`src/rtl/sr_latch_driver.sv`:
```
// sr_latch_driver: pulses S or R into an external SR latch for PULSE_CYC cycles,
// waits SETTLE_CYC cycles with both drives low, then signals done.
// Optional feedback check is enabled by defining SR_LATCH_DRIVER_FB_CHECK_EN.
module sr_latch_driver #(
    parameter int unsigned PULSE_CYC  = 4,
    parameter int unsigned SETTLE_CYC = 3
) (
    input  logic clk,
    input  logic rst_n,
    input  logic req_valid,
    input  logic req_set,
    output logic req_ready,
    output logic S,
    output logic R,
    input  logic Q_fb,
    input  logic Qn_fb,
    output logic done,
    output logic err
);

    localparam logic [1:0] IDLE   = 2'd0;
    localparam logic [1:0] PULSE  = 2'd1;
    localparam logic [1:0] SETTLE = 2'd2;

    localparam logic [7:0] PULSE_LOAD  = 8'(PULSE_CYC);
    localparam logic [7:0] SETTLE_LOAD = 8'(SETTLE_CYC);

    logic [1:0] state_q, state_d;
    logic [7:0] cnt_q, cnt_d;
    logic       s_q, s_d;
    logic       r_q, r_d;
    logic       done_q, done_d;
    logic       accept;
    logic       cnt_last;

    assign accept   = req_valid && (state_q == IDLE);
    assign cnt_last = (cnt_q == 8'd1);

    // Next-state logic: S and R come from one decision so they can never both be set.
    always_comb begin
        state_d = state_q;
        cnt_d   = cnt_q;
        s_d     = s_q;
        r_d     = r_q;
        done_d  = 1'b0;
        case (state_q)
            IDLE: begin
                if (accept) begin
                    state_d = PULSE;
                    cnt_d   = PULSE_LOAD;
                    s_d     = req_set;
                    r_d     = !req_set;
                end
            end
            PULSE: begin
                if (cnt_last) begin
                    state_d = SETTLE;
                    cnt_d   = SETTLE_LOAD;
                    s_d     = 1'b0;
                    r_d     = 1'b0;
                end else begin
                    cnt_d = cnt_q - 8'd1;
                end
            end
            SETTLE: begin
                if (cnt_last) begin
                    state_d = IDLE;
                    cnt_d   = 8'd0;
                    done_d  = 1'b1;
                end else begin
                    cnt_d = cnt_q - 8'd1;
                end
            end
            default: begin
                state_d = IDLE;
                cnt_d   = 8'd0;
                s_d     = 1'b0;
                r_d     = 1'b0;
            end
        endcase
    end

    // Control state registers; reset aborts any command in flight.
    always_ff @(posedge clk or negedge rst_n) begin
        if (!rst_n) begin
            state_q <= IDLE;
            cnt_q   <= 8'd0;
            s_q     <= 1'b0;
            r_q     <= 1'b0;
            done_q  <= 1'b0;
        end else begin
            state_q <= state_d;
            cnt_q   <= cnt_d;
            s_q     <= s_d;
            r_q     <= r_d;
            done_q  <= done_d;
        end
    end

    assign S         = s_q;
    assign R         = r_q;
    assign done      = done_q;
    assign req_ready = (state_q == IDLE);

`ifdef SR_LATCH_DRIVER_FB_CHECK_EN
    logic q_meta, q_sync;
    logic qn_meta, qn_sync;
    logic cmd_set_q;
    logic err_q;
    logic fb_bad;

    // Two-stage synchronizers for the asynchronous latch feedback.
    always_ff @(posedge clk or negedge rst_n) begin
        if (!rst_n) begin
            q_meta  <= 1'b0;
            q_sync  <= 1'b0;
            qn_meta <= 1'b0;
            qn_sync <= 1'b0;
        end else begin
            q_meta  <= Q_fb;
            q_sync  <= q_meta;
            qn_meta <= Qn_fb;
            qn_sync <= qn_meta;
        end
    end

    // Q==Qn is always a mismatch, whichever command was issued.
    assign fb_bad = cmd_set_q ? !(q_sync && !qn_sync) : !(!q_sync && qn_sync);

    // Sticky error: evaluated alongside done, cleared by the next accepted command.
    always_ff @(posedge clk or negedge rst_n) begin
        if (!rst_n) begin
            cmd_set_q <= 1'b0;
            err_q     <= 1'b0;
        end else if (accept) begin
            cmd_set_q <= req_set;
            err_q     <= 1'b0;
        end else if ((state_q == SETTLE) && cnt_last) begin
            err_q <= fb_bad;
        end
    end

    assign err = err_q;
`else
    logic unused_fb;
    assign unused_fb = Q_fb ^ Qn_fb;
    assign err       = 1'b0;
`endif

endmodule
```
`config.mk`:
```
export PLATFORM = sky130hd
export DESIGN_NAME = sr_latch_driver
export DESIGN_NICKNAME = d
export VERILOG_FILES = /design/src/rtl/sr_latch_driver.sv
export SDC_FILE = /design/constraint.sdc
export NUM_CORES = 1
export LEC_CHECK = 0
export ABC_AREA = 1
export BUFFER_PORTS_ARGS = -buffer_cell sky130_fd_sc_hd__buf_2
export CORE_MARGIN = 1
export CORE_UTILIZATION = 48
export DETAILED_ROUTE_END_ITERATION = 7
export PLACE_DENSITY = 0.72
export SYNTH_ARGS = -nofsm -noshare
export SYNTH_HDL_FRONTEND = slang
export SYNTH_SLANG_ARGS = --single-unit
```
`constraint.sdc`:
```
create_clock -name clk -period 1.21 [get_ports clk]
set_input_delay 0.242 -clock clk [delete_from_list [all_inputs] [get_ports clk]]
set_output_delay 0.242 -clock clk [all_outputs]
set_load 0.03 [all_outputs]
```
==> qor.yml <==
placed_design:
  dp_worst_setup_slack_ns: -0.0776
  finalWeightedCongestion: 0.787
  dp.cells: 140
  placed_area_sq_um: 907
  buffer_ports.inserted: 7
  hpwl_mm: 1.22
floorplanning:
  initial_core_util_pct: 54.3
  floorplan.core_area_sq_um: 1380
  die_height_microns: 41.5
  design.die.area_sq_um: 1730
  ios: 11
  row_count: 13
  die_width_microns: 41.5
critical_path:
  timing.critical_path.fanout_max: 3
  timing.critical_path.cells: "nor2_4 -> buf_6"
  number_of_buffers_and_inverters_on_the_critical_path: 1
  cp_slowest_cell: "dfrtp_1"
  cell_type_group_with_the_largest_total_delay_on_the_critical_path: "flip-flops"
  critPathMaxStageDelay_ns: 0.44
  start_kind: "flip-flop"
  worstSetupPathType: "reg -> out"
  cp-end-kind: "output pin"
  worstPathArrival_ns: 1.04
  critical_path_required_ns: 0.97
cells_and_area:
  final_layout_size_suffix_gt1_share_pct: 44.4
  fin_nets: 144
  finalCoreUtilization_pct: 80.4
  num_antenna_cells: 0
  filler_cell_count: 98
  layout-area-overhead-vs-synth_pct: 48.0
  cell_area_after_layout_sq_um: 1110
  fin_cells: 150
  most-common-layout-cells: "26 x nand2_1, 17 x buf_4, 12 x dfrtp_1, 11 x inv_1, 11 x nand3_1"
  final_common_cell: "nand2_1"
yosys:
  synth_mux_area_share_pct: 0
  synth_compound_gate_area_share_pct: 5.33
  synth-warning-count: 0
  synth_top_family_by_area: "simple AND/OR/NAND/NOR gates"
  syn_nets: 114
  xor_xnor_portion_of_the_synthesized_cell_area_pct: 1.17
  post_synth_inst_count: 106
  syn_area_sq_um: 751
  synth_sequential_area_ratio_pct: 43.3
  ys_ff_latch: 13
  synth.largest_area_cell: "dfrtp_1"
  syn_area_per_cell_sq_um: 7.08
  simple_gate_fraction_of_synth_area_pct: 37.3
  synthTopCellsByArea: "dfrtp_1 43%, nand2_1 16%, nand3_1 8.0%, inv_1 7.0%, nor2_1 5.5%"
  synth_largest_type_area_fraction_pct: 43.3
  yosys.area_share.adder_pct: 3.33
  post_synth_num_cell_types: 15
grt:
  grt_pass1_vias: 753
  antenna_found_initial: 0
  globalRoute.totalOverflow: 0
  grt_max_degree: 14
  grt_first_pass_wirelength_mm: 3.04
  gr-usage-all-layers_pct: 22.9
outcome:
  failing_checks: "negative setup slack"
  status: "finished with violations"
clock_network:
  ctsRootBufferMaster: "clkbuf_4"
  htreeDepth: 1
  tritoncts.num_buffers: 3
  clock_path_buffers: 2
  clkLatencyLatePin_ns: 0.28
  numClockSinks: 13
  cts_tree: "done"
  clk_pin_slew_ns: 0.07
timing:
  finalCritPeriodShare_pct: 106
  setup-tns-final_ns: -0.166
  achievable-frequency_mhz: 779
  rsz0062_at_grt: "yes"
  report.final.hold_viol_count: 0
  hold_ws_ns: 0.235
  report.final.setup_viol: 5
  clock-skew-final_ns: 0.00309
  final-max-slew-violation-count: 0
  setup_ws_final_ns: -0.0729
  timing.final.crit_period_ns: 1.28
worst_hold_path:
  worstHoldPathType: "in -> reg"
power:
  p_total_mw: 0.719
  power.density_cell_area_nw_per_um2: 647
  p_leak_nw: 0.558
  ir_worst_vdd_mv: 0.656
run:
  cap_violations: 0
drt:
  drt-wirelength-per-cell_microns: 13.9
  via_count: 826
  detailedRoute.firstIterationViolations: 30
  wirelength_mm: 2.09
  drcViolationCount: 0
  ant_nets: 0
  drt_pre_antenna_iters: 4
  via_cell_ratio: 5.51
[metal layers]
metal  track usage, %  share of wire, %  up-vias
met2             37.5                49       42
met5                0                 0        -
met1             27.3                41      377
li1                 -                 -      389
met4             9.03               5.1        0
met3             8.26               4.7       18
[state kept, by name (all words and copies together), names as in the netlist]
register and count:
R 1, S 1, cnt_q 8, done 1
state_q 2
[path summary, 6_finish.rpt]
check                           start    endpoint  slack [ns]  cells after the start
max                        state_q[0]   req_ready       -0.07                      2
min                           req_set           S        0.23                      3
max reg2reg                state_q[0]    cnt_q[7]       -0.05                      6
min reg2reg                         S           S        0.47                      2
max in group asynchronous       rst_n  state_q[1]        0.59                      2
min in group asynchronous       rst_n    cnt_q[6]        0.37                      2
[worst register-to-register path: cells and delay by family (launching register included)]
| family | cells | cell delay (ns) |
|---|---|---|
| flip-flops | 1 | 0.44 |
| AND/OR/NAND/NOR | 5 | 0.61 |
| buffers and inverters | 1 | 0.17 |
[Yosys cell counts (all sizes together)]
| cell type | count |
|---|---|
| conb | 1 |
| ha | 2 |
| nand3 | 12 |
| nor2 | 15 |
| nor4 | 1 |
| o21ai | 8 |
| nand4 | 3 |
| buf | 1 |
| nand2 | 31 |
| and2 | 2 |
| dfrtp | 13 |
| inv | 16 |
| xor2 | 1 |
[logic make-up after synthesis]
family / Yosys count
AOI/OAI and AO/OA: 8
xor gates and xnor gates: 1
adders and majority gates: 2
buffers and inverters: 17
DFF: 13
other: 1
and+or+nand+nor: 64
[final cells by class]
class,count,area [sq um],share of cell area (%)
clock buffers,4,26.3,2.36
inverters,16,62.6,5.63
multi-input cells,76,487,43.8
flip-flops and latches,13,327,29.4
well taps,15,18.8,1.69
repair buffers,26,190,17.1
[timing repair]
item                                   CTS  global route
setup endpoints to repair                9            14
gates resized for setup                 16            24
pin swaps                                1             7
buffers inserted                         2             3
hold buffers                             1             0
endpoints found under the hold margin   13             0
[power by group]
group | internal (mW) | leakage, nW | total [mW] | switching, mW
clock network | 0.128 | 0.0150 | 0.263 | 0.135
registers | 0.434 | 0.155 | 0.434 | 0
logic | 0.00582 | 0.388 | 0.0217 | 0.0159
total | 0.568 | 0.558 | 0.719 | 0.151
Power figures use the tool's default switching activity.
